**src/rtl/jtag_mem_access_pkg.sv**
```systemverilog
// Shared types and constants for the JTAG memory access command engine.
package jtag_mem_access_pkg;

  localparam int unsigned FRAME_W  = 34;
  localparam int unsigned DATA_LSB = 0;
  localparam int unsigned ADDR_LSB = 16;
  localparam int unsigned OP_LSB   = 32;
  localparam int unsigned DATA_W   = 16;
  localparam int unsigned ADDR_W   = 16;
  localparam int unsigned CNT_W    = 4;

  typedef enum logic [1:0] {
    OP_NOP   = 2'b00,
    OP_READ  = 2'b01,
    OP_WRITE = 2'b10,
    OP_RSVD  = 2'b11
  } op_e;

  typedef enum logic [1:0] {
    ST_IDLE    = 2'd0,
    ST_ACCESS  = 2'd1,
    ST_CAPTURE = 2'd2,
    ST_DONE    = 2'd3
  } state_e;

  // Command frame as it sits in the shift register: op in the MSBs, data in the LSBs.
  typedef struct packed {
    op_e               op;
    logic [ADDR_W-1:0] addr;
    logic [DATA_W-1:0] data;
  } frame_t;

endpackage

```
**src/rtl/jtag_shift_reg.sv**
```systemverilog
// 34-bit LSB-first command/response shift register with parallel load of the data field.
module jtag_shift_reg
  import jtag_mem_access_pkg::*;
(
  input  logic              i_clk,
  input  logic              i_rst,
  input  logic              shift_en_i,
  input  logic              shift_bit_i,
  input  logic              load_en_i,
  input  logic [DATA_W-1:0] load_data_i,
  output frame_t            frame_o
);

  frame_t frame_q;
  frame_t frame_d;

  // Next frame: read data capture has priority over shifting.
  always_comb begin
    frame_d = frame_q;
    if (load_en_i) begin
      frame_d.data = load_data_i;
    end else if (shift_en_i) begin
      frame_d = frame_t'({shift_bit_i, frame_q[FRAME_W-1:1]});
    end
  end

  // Frame register.
  always_ff @(posedge i_clk) begin
    if (i_rst) begin
      frame_q <= '0;
    end else begin
      frame_q <= frame_d;
    end
  end

  assign frame_o = frame_q;

endmodule

```
**src/rtl/jtag_mem_access.sv**
```systemverilog
// Command engine: executes one read or write on the memory bus per shifted-in frame.
module jtag_mem_access
  import jtag_mem_access_pkg::*;
#(
  parameter int unsigned MEM_WAIT = 1
) (
  input  logic              i_clk,
  input  logic              i_rst,
  input  logic              i_shiftEn,
  input  logic              i_shiftBit,
  output logic              o_shiftBit,
  input  logic              i_cmdGo,
  output logic              o_busy,
  output logic              o_done,
  output logic              o_err,
  output logic [ADDR_W-1:0] o_jtagAddr,
  output logic [DATA_W-1:0] o_jtagDataIn,
  output logic              o_jtagWr,
  output logic              o_jtagEn,
  input  logic [DATA_W-1:0] i_memData
);

  state_e             state_q, state_d;
  op_e                op_q, op_d;
  logic [CNT_W-1:0]   cnt_q, cnt_d;
  logic               err_q, err_d;
  logic               busy_q, busy_d;
  logic               done_q, done_d;
  logic               en_q, en_d;
  logic               wr_q, wr_d;
  logic [ADDR_W-1:0]  addr_q, addr_d;
  logic [DATA_W-1:0]  din_q, din_d;
  logic               shift_en;
  logic               load_en;
  frame_t             frame;

  jtag_shift_reg u_shift_reg (
    .i_clk       (i_clk),
    .i_rst       (i_rst),
    .shift_en_i  (shift_en),
    .shift_bit_i (i_shiftBit),
    .load_en_i   (load_en),
    .load_data_i (i_memData),
    .frame_o     (frame)
  );

  // Next-state logic; bus outputs are derived from the next state so they are registered.
  always_comb begin
    state_d  = state_q;
    op_d     = op_q;
    cnt_d    = cnt_q;
    err_d    = err_q;
    shift_en = 1'b0;
    load_en  = 1'b0;

    case (state_q)
      ST_IDLE: begin
        if (i_cmdGo) begin
          op_d = frame.op;
          if ((frame.op == OP_READ) || (frame.op == OP_WRITE)) begin
            state_d = ST_ACCESS;
            cnt_d   = CNT_W'(MEM_WAIT);
          end else begin
            state_d = ST_DONE;
            if (frame.op == OP_RSVD) begin
              err_d = 1'b1;
            end
          end
        end else begin
          shift_en = i_shiftEn;
        end
      end
      ST_ACCESS: begin
        if (cnt_q == '0) begin
          state_d = ST_CAPTURE;
          load_en = (op_q == OP_READ);
        end else begin
          cnt_d = CNT_W'(cnt_q - 1'b1);
        end
      end
      ST_CAPTURE: state_d = ST_DONE;
      ST_DONE:    state_d = ST_IDLE;
      default:    state_d = ST_IDLE;
    endcase

    busy_d = (state_d != ST_IDLE);
    done_d = (state_d == ST_DONE);
    en_d   = (state_d == ST_ACCESS);
    wr_d   = en_d && (op_d == OP_WRITE);
    addr_d = en_d ? frame.addr : '0;
    din_d  = wr_d ? frame.data : '0;
  end

  // State and output registers.
  always_ff @(posedge i_clk) begin
    if (i_rst) begin
      state_q <= ST_IDLE;
      op_q    <= OP_NOP;
      cnt_q   <= '0;
      err_q   <= 1'b0;
      busy_q  <= 1'b0;
      done_q  <= 1'b0;
      en_q    <= 1'b0;
      wr_q    <= 1'b0;
      addr_q  <= '0;
      din_q   <= '0;
    end else begin
      state_q <= state_d;
      op_q    <= op_d;
      cnt_q   <= cnt_d;
      err_q   <= err_d;
      busy_q  <= busy_d;
      done_q  <= done_d;
      en_q    <= en_d;
      wr_q    <= wr_d;
      addr_q  <= addr_d;
      din_q   <= din_d;
    end
  end

  assign o_shiftBit   = frame.data[0];
  assign o_busy       = busy_q;
  assign o_done       = done_q;
  assign o_err        = err_q;
  assign o_jtagEn     = en_q;
  assign o_jtagWr     = wr_q;
  assign o_jtagAddr   = addr_q;
  assign o_jtagDataIn = din_q;

endmodule

```
**config.mk**
```make
export PLATFORM = sky130hd
export DESIGN_NAME = jtag_mem_access
export DESIGN_NICKNAME = d
export VERILOG_FILES = /design/src/rtl/jtag_mem_access_pkg.sv /design/src/rtl/jtag_shift_reg.sv /design/src/rtl/jtag_mem_access.sv
export SDC_FILE = /design/constraint.sdc
export NUM_CORES = 1
export LEC_CHECK = 0
export ABC_AREA = 0
export BUFFER_PORTS_ARGS = -buffer_cell sky130_fd_sc_hd__buf_4
export CAP_MARGIN = 20
export CORE_UTILIZATION = 45
export CTS_CLUSTER_DIAMETER = 60
export DETAILED_ROUTE_END_ITERATION = 10
export PLACE_DENSITY = 0.68
export RECOVER_POWER = 50
export SYNTH_ARGS = -nofsm -noshare
export SYNTH_HDL_FRONTEND = slang
export SYNTH_SLANG_ARGS = --single-unit
```
**constraint.sdc**
```tcl
create_clock -name i_clk -period 5.2 [get_ports i_clk]
set_input_delay 1.56 -clock i_clk [delete_from_list [all_inputs] [get_ports i_clk]]
set_output_delay 1.56 -clock i_clk [all_outputs]
set_load 0.02 [all_outputs]
```
==> results of run 1 <==
-- registers in the layout, summed over array words and instances (netlist names) --
| name | flops |
|---|---|
| o_busy | 1 |
| o_err | 1 |
| o_jtagEn | 1 |
| op_q | 2 |
| state_q | 2 |
| o_jtagDataIn | 16 |
| o_jtagAddr | 16 |
| o_done | 1 |
| u_shift_reg.frame_o | 34 |
| o_jtagWr | 1 |
| cnt_q | 4 |
-- through the flow --
step / setup slack (ns) / util (%) / hold WS (ns) / power (mW)
5_1_grt: 1.48 / 54.4 / 0.498 / 1.31
3_5_place_dp: 1.90 / 53.0 / 0.456 / 0.724
6_report: 1.71 / 54.4 / 0.466 / 1.26
3_3_place_gp: 1.94 / 53.0 / 0.453 / 0.723
2_1_floorplan: 2.55 / - / 0.440 / 0.704
4_1_cts: 2.23 / 56.8 / 0.467 / 1.27
-- synth_stat cells --
master / count
nand2b_4: 1
nand2_1: 54
or4_1: 1
nor2b_1: 4
or3b_1: 1
o211ai_2: 1
a21oi_1: 23
a31o_2: 1
nor3_1: 2
buf_1: 1
buf_2: 9
o211ai_1: 16
a31oi_1: 18
nand4_1: 17
clkbuf_1: 9
o21ai_0: 1
nor2_1: 6
nand4bb_1: 2
nor4b_4: 1
o21bai_1: 2
mux2i_1: 1
dfxtp_1: 79
ha_1: 3
a211oi_1: 1
mux2i_2: 1
nor3b_4: 1
clkbuf_2: 1
o32a_1: 1
buf_4: 5
and4bb_2: 1
nor3b_1: 23
a21boi_2: 1
buf_6: 4
inv_1: 6
nor3b_2: 10
or4b_1: 1
nand2b_1: 1
or3_1: 1
-- worst paths after layout --
path | from | end | cells past startpoint
hold reg to reg | u_shift_reg.frame_o[31] | u_shift_reg.frame_o[30] | 2
setup / recovery | i_cmdGo | u_shift_reg.frame_o[7] | 5
setup reg to reg | cnt_q[0] | cnt_q[0] | 5
hold / removal | u_shift_reg.frame_o[31] | u_shift_reg.frame_o[30] | 2
-- report_power, final --
| group | internal [mW] | switching (mW) |
|---|---|---|
| sequential | 0.611 | 0.00749 |
| clock | 0.332 | 0.220 |
| combinational | 0.0305 | 0.0595 |
| total | 0.973 | 0.287 |
-- critical path, delay by kind of cell --
kind | cells | cell delay, ns
AOI/OAI and AO/OA | 1 | 0.14
buffers and inverters | 2 | 0.54
and+or+nand+nor | 2 | 1.50
-- per-layer routing --
layer | share of wire (%) | vias up | track usage, %
met2 | 48 | 70 | 29.4
li1 | - | 1196 | -
met3 | 5.3 | 4 | 4.42
met5 | 0 | - | 0
met4 | 0.75 | 0 | 10.3
met1 | 46 | 1153 | 24.4
-- cells in the final DEF, fill, tap and decap left out, types with 3 or more instances in the layout --
cell,n
a21oi_1,23
buf_4,21
o211ai_1,16
bufinv_16,3
dfxtp_1,79
inv_1,6
nor2b_1,4
nor3b_1,28
nor2_1,6
nor3b_2,6
clkbuf_8,10
nand4_1,17
clkbuf_1,41
nand2_1,54
a31oi_1,18
ha_1,3
-- cells by family (layout without fill, tap and decap cells) --
kind of cell	Yosys count	in the layout	synth area share, %
AO/OA/AOI/OAI	65	65	13.7
adder cells (fa/ha/maj)	3	3	1.23
buffers and inverters	35	84	6.32
flip-flops	79	79	51.9
multiplexers	2	2	0.780
AND/OR/NAND/NOR	127	127	26.1
-- final cells by class --
class,count,share of cell area [%]
inverters,6,0.641
clock buffers,11,4.02
well taps,77,2.74
multi-input cells,197,35.1
flip-flops and latches,79,45.0
repair buffers,62,9.54
clock inverters,5,2.99
==> run metrics, run 1 <==
TritonRoute pass-1 iters=7; clk slew on worst S/H paths=0.08 ns; CP arrival=3.76 ns; num ports=59; status=finished with violations; Placeable Area=6460 um2; row count=29; fmax=286 MHz; global-route wire length before repair=10.5 mm; Iteration-0 DRC Markers=173; Layout Cells excl Fill=437; hold crit path type=reg2reg; Sink Count=79; dpl cells=419; # resized after CTS=0; Antenna Nets Post-Route=0; number of H-tree levels=3; fin. max-slew vios=21; Multi-input gate area=1230 um2; DRC=3; Cells after Synth=311; DR vias=2423; Filler Cells Inserted=598; CP required=5.47 ns; crit share post-route=67.2%; biggest area consumer among synthesized cells=dfxtp_1; routed wire length=6.41 mm; failing checks=DRC, capacitance limit, slew limit; post-route cell area=3520 um2; Die ar.=7110 um2; worst setup path category=in2reg; Mapped Avg Cell Area=9.80 um2; Setup Viol. Count Final=0; cts hold-fix bufs=0; Area Growth Syn to Fin=15.4%; Rel. slew slack=-14.1%; Chip Width=84.3 um; # Post-CTS Setup Buffers=0; TritonCTS clock tree=built; WL/cell=14.7 um; synthesized net count=335; measured slew at the worst slew-check pin=1.71 ns; Initial Util=47.2%; Peak VDD IR=0.170 mV; CP endpoint kind=flop; largest net degree at the start of global routing=63; max incr delay on CP=1.42 ns; Synth Cell Area=3050 um2; initial antenna violation count=0; synthesized flop and latch total=79; Cell Chain, Critical Path=clkbuf_1, nor4b_2, buf_4, nand2_1, a31oi_1; layout cell share with drive strength beyond 1=13.9%; Clock Path Buffers=2; Crit-path slowest cell=nor4b_2; Max-Cap Viols=1; Port Buffers=58; Final Wtd Congestion=0.814; Placed Area=3420 um2; Die Ht=84.3 um; GRT overflow=0; top-area cell type share of the netlist area=51.9%; Root Buffer=clkbuf_8; diode count=0; Reg2Reg Setup Slack=2.39 ns; TritonCTS buffer count=9; clock insertion delay at the later pin of the skew report=0.35 ns; top cells by area, synth=dfxtp_1 52%, nand2_1 6.7%, nor3b_1 5.7%; RSZ-0062 raised after global routing=no; critical path startpoint category=primary input; Clock Skew=0.0167 ns; All-Layer GR Usage=18.9%; setup_tns=0 ns; Pleak=1.13 nW; min cycle time layout=3.49 ns; Ys Warns=0; Final Hold Fails=0; HPWL after DPL=3.76 mm; Seq/Total Area, Yosys=51.9%; CP Max Fanout=20; via density per instance=5.54; nets=379; Yosys cell types=38; vias in the first global route=2269; register area=1580 um2; pwr dens=359 nW/um2
(Power assumes the default switching activity.)
==> run 2, diff against run 1 <==
--- a/config.mk
+++ b/config.mk
@@ -5,13 +5,13 @@
 export SDC_FILE = /design/constraint.sdc
 export NUM_CORES = 1
 export LEC_CHECK = 0
-export ABC_AREA = 0
+export ABC_AREA = 1
 export BUFFER_PORTS_ARGS = -buffer_cell sky130_fd_sc_hd__buf_4
 export CAP_MARGIN = 20
 export CORE_UTILIZATION = 45
 export CTS_CLUSTER_DIAMETER = 60
 export DETAILED_ROUTE_END_ITERATION = 10
-export PLACE_DENSITY = 0.68
+export PLACE_DENSITY = 0.71
 export RECOVER_POWER = 50
 export SYNTH_ARGS = -nofsm -noshare
 export SYNTH_HDL_FRONTEND = slang
==> constraint.sdc (replaced) <==
create_clock -name i_clk -period 2.95 [get_ports i_clk]
set_input_delay 0.885 -clock i_clk [delete_from_list [all_inputs] [get_ports i_clk]]
set_output_delay 0.885 -clock i_clk [all_outputs]
set_load 0.02 [all_outputs]
==> run 2 against run 1 <==
Against the previous run:
- clock skew fell by 0.0092 ns
- area after synthesis fell by 2.5%
- non-clock buffer count fell by 1
- clock-buffer cell count did not move
- the flow now finishes without violations
- sequential share of layout area fell by 0.30 points
- wire length fell by 7.8%
==> run metrics, run 2 <==
dpl cells=475 (was 419); nets=433 (was 379); cells on worst reg2reg path=9 (was 5); WL/cell=12.0 um (was 14.7 um); Rel. slew slack=57.0% (was -14.1%); commonest non-fill, non-tap cell in the layout=dfxtp_1 (unchanged); Crit. path cell count=4 (was 5); Mapped Avg Cell Area=8.44 um2 (was 9.80 um2); clock insertion delay at the later pin of the skew report=0.34 ns (was 0.35 ns); DR vias=2376 (was 2423); min cycle time layout=2.05 ns; worst setup path category=in2reg (unchanged); HPWL after DPL=4.02 mm (was 3.76 mm); clk slew on worst S/H paths=0.08 ns (about the same); CP arrival=2.27 ns (was 3.76 ns); critical path startpoint category=primary input (unchanged); CP delay by family, top=buffers and inverters (was simple AND/OR/NAND/NOR gates); row count=29 (unchanged); P_sw=0.614 mW (was 0.287 mW); Pleak=1.54 nW (was 1.13 nW); setup slack after layout=0.897 ns (was 1.71 ns); clock share of power=37.6% (was 43.8%); via density per instance=4.84 (was 5.54); GRT overflow=0 (unchanged); Cells after Synth=352 (was 311); pre-CTS setup slack=0.783 ns (was 1.90 ns); P_int=1.71 mW (was 0.973 mW); setup_tns=0 ns (unchanged); Buf/Inv on CP=2 (unchanged); TritonCTS clock tree=built (unchanged); number of H-tree levels=3 (unchanged); RSZ-0062 raised after global routing=no (unchanged); Max-Cap Viols=0 (was 1); Cell Chain, Critical Path=clkbuf_1, inv_1, nand2_2, nor2_1 (was clkbuf_1, nor4b_2, buf_4, nand2_1, a31oi_1); synthesized flop and latch total=79 (unchanged); Ys Warns=0 (unchanged); hold crit path type=reg2reg (unchanged); measured slew at the worst slew-check pin=0.644 ns (was 1.71 ns); largest net degree at the start of global routing=35 (was 63); max incr delay on CP=0.48 ns (was 1.42 ns); All-Layer GR Usage=18.5% (was 18.9%); crit share post-route=69.6%; Reg2Reg Setup Slack=1.16 ns (was 2.39 ns); CP required=3.17 ns (was 5.47 ns); top-count cell post-synth=dfxtp_1 (unchanged); Die Ht=83.2 um (was 84.3 um); Post-synth top cells=79 x dfxtp_1, 47 x nand2_1, 46 x inv_1, 42 x nor2_1, 39 x nand3_1 (was 79 x dfxtp_1, 54 x nand2_1, 23 x a21oi_1, 23 x nor3b_1, 18 x a31oi_1); Post-synth ARST share=0% (unchanged); biggest area consumer among synthesized cells=dfxtp_1 (unchanged); # Post-CTS Setup Buffers=0 (unchanged); Layout Cells excl Fill=491 (was 437); cts hold-fix bufs=0 (unchanged); diode count=0 (unchanged); Clock Skew=0.00744 ns (was 0.0167 ns); Area Growth Syn to Fin=19.2% (was 15.4%); hold endpoint=o_jtagAddr[1] (was u_shift_reg.frame_o[30]); top-area cell type share of the netlist area=53.2% (was 51.9%); Final Wtd Congestion=0.765 (was 0.814); main flop type after synthesis=dfxtp_1 (unchanged); Gate power share=13.1% (was 7.1%); Synth Cell Area=2970 um2 (was 3050 um2); Yosys cell types=28 (was 38); most frequent cells in the layout=79 x dfxtp_1, 48 x nand2_1, 47 x inv_1 (was 79 x dfxtp_1, 54 x nand2_1, 41 x clkbuf_1); CP endpoint kind=flop (unchanged); total power=2.33 mW (was 1.26 mW); Crit-path slowest cell=clkbuf_1 (was nor4b_2); Chip Width=83.2 um (was 84.3 um); Flop pwr share=49.3% (was 49.0%); routed wire length=5.91 mm (was 6.41 mm); Filler Cells Inserted=609 (was 598); Port Buffers=58 (unchanged); global-route wire length before repair=10.2 mm (was 10.5 mm); TritonRoute pass-1 iters=4 (was 7); Initial Util=46.8% (was 47.2%); CP Max Fanout=17 (was 20); fmax=487 MHz; DRC=0 (was 3); Iteration-0 DRC Markers=118 (was 173); status=completed (was finished with violations); synthesized net count=376 (was 335); HP Start=u_shift_reg.frame_o[17] (was u_shift_reg.frame_o[31]); Placed Area=3440 um2 (was 3420 um2); Setup Viol. Count Final=0 (unchanged); Clock Path Buffers=2 (unchanged); Peak VDD IR=0.366 mV (was 0.170 mV); TritonCTS buffer count=9 (unchanged); post-route cell area=3540 um2 (was 3520 um2); worst reg2reg path startpoint=cnt_q[0] (unchanged); num ports=59 (unchanged); pwr dens=657 nW/um2 (was 359 nW/um2); layout cell share with drive strength beyond 1=17.6% (was 13.9%); Root Buffer=clkbuf_8 (unchanged); Die ar.=6930 um2 (was 7110 um2); Sink Count=79 (unchanged); vias in the first global route=2242 (was 2269); R2R Path End=u_shift_reg.frame_o[4] (was cnt_q[0]); Antenna Nets Post-Route=0 (unchanged); top cells by area, synth=dfxtp_1 53%, nand3_1 6.6%, nand2_1 5.9% (was dfxtp_1 52%, nand2_1 6.7%, nor3b_1 5.7%); Placeable Area=6350 um2 (was 6460 um2); fin. max-slew vios=0 (was 21); Largest register FFs=34 (unchanged); Final Hold Fails=0 (unchanged); initial antenna violation count=0 (unchanged); EDFF count, synth=0 (unchanged); # resized after CTS=0 (unchanged); Seq/Total Area, Yosys=53.2% (was 51.9%); Switching Fraction=26.4% (was 22.8%); hold path depth=2 (unchanged)
-- run 2: cell count changes in the layout (fill, tap and decap cells not counted), moves of 17 or more --
cell     previous run  this run
o21ai_0             1        23
inv_1               6        47
a31oi_1            18         1
nor2_1              6        42
nand3_1             0        39
nor3b_1            28         7
nand4_1            17         0
-- run 2: routing by layer --
layer / GRT usage [%] / routed length (um) / vias up
met2: 30.2 / 2800 / 54
met3: 6.46 / 356 / 11
li1: - / - / 1222
met5: 0 / 0 / -
met4: 6.74 / 93 / 0
met1: 22.6 / 2660 / 1089
-- run 2: power groups by stage --
stage	registers [mW]	clock network [mW]	logic, mW
global placement	1.17	0	0.315
finish	1.15	0.875	0.304
global route	1.15	0.943	0.348
detailed placement	1.17	0	0.323
floorplan	1.18	0	0.234
CTS	1.15	0.900	0.324
-- run 2: logic make-up (layout without fill, tap and decap cells) --
logic type	Yosys count	in the layout	synth area share (%)
AND/OR/NAND/NOR	159	159	28.3
buffers and inverters	65	127	9.10
AO/OA/AOI/OAI	45	45	7.75
adder cells (fa/ha/maj)	3	3	1.26
XOR/XNOR	1	1	0.295
flip-flops	79	79	53.2
-- run 2: worst max path at each step --
| stage | from | end | slack (ns) |
|---|---|---|---|
| 2_1_floorplan | i_cmdGo | u_shift_reg.frame_o[0] | 1.32 |
| 3_3_place_gp | i_rst | o_jtagDataIn[9] | 0.84 |
| 3_5_place_dp | i_rst | o_jtagDataIn[5] | 0.78 |
| 4_1_cts | i_rst | o_jtagDataIn[5] | 1.14 |
| 5_1_grt | i_rst | o_jtagAddr[14] | 0.64 |
| 6_report | i_rst | o_jtagAddr[9] | 0.90 |
-- run 2: stage by stage --
step,hold slack (ns),util (%)
3_3_place_gp,0.444,54.2
3_5_place_dp,0.441,54.2
5_1_grt,0.473,55.7
2_1_floorplan,0.427,-
6_report,0.451,55.7
4_1_cts,0.454,57.7
-- run 2: layout make-up --
class / instances / area [um2] / area share [%]
Clock buffer: 11 / 141 / 3.99
Clock inverter: 5 / 81.3 / 2.30
Inverter: 50 / 188 / 5.30
Multi-Input combinational cell: 208 / 1100 / 31.0
Sequential cell: 79 / 1580 / 44.7
Tap cell: 77 / 96.3 / 2.72
Timing Repair Buffer: 61 / 353 / 9.97
-- run 2: tightest hold or removal path, stage by stage, from the launching register on --
cell	delay [ns]
dfxtp_1	0.31
inv_1	0.06
nor2_1	0.04
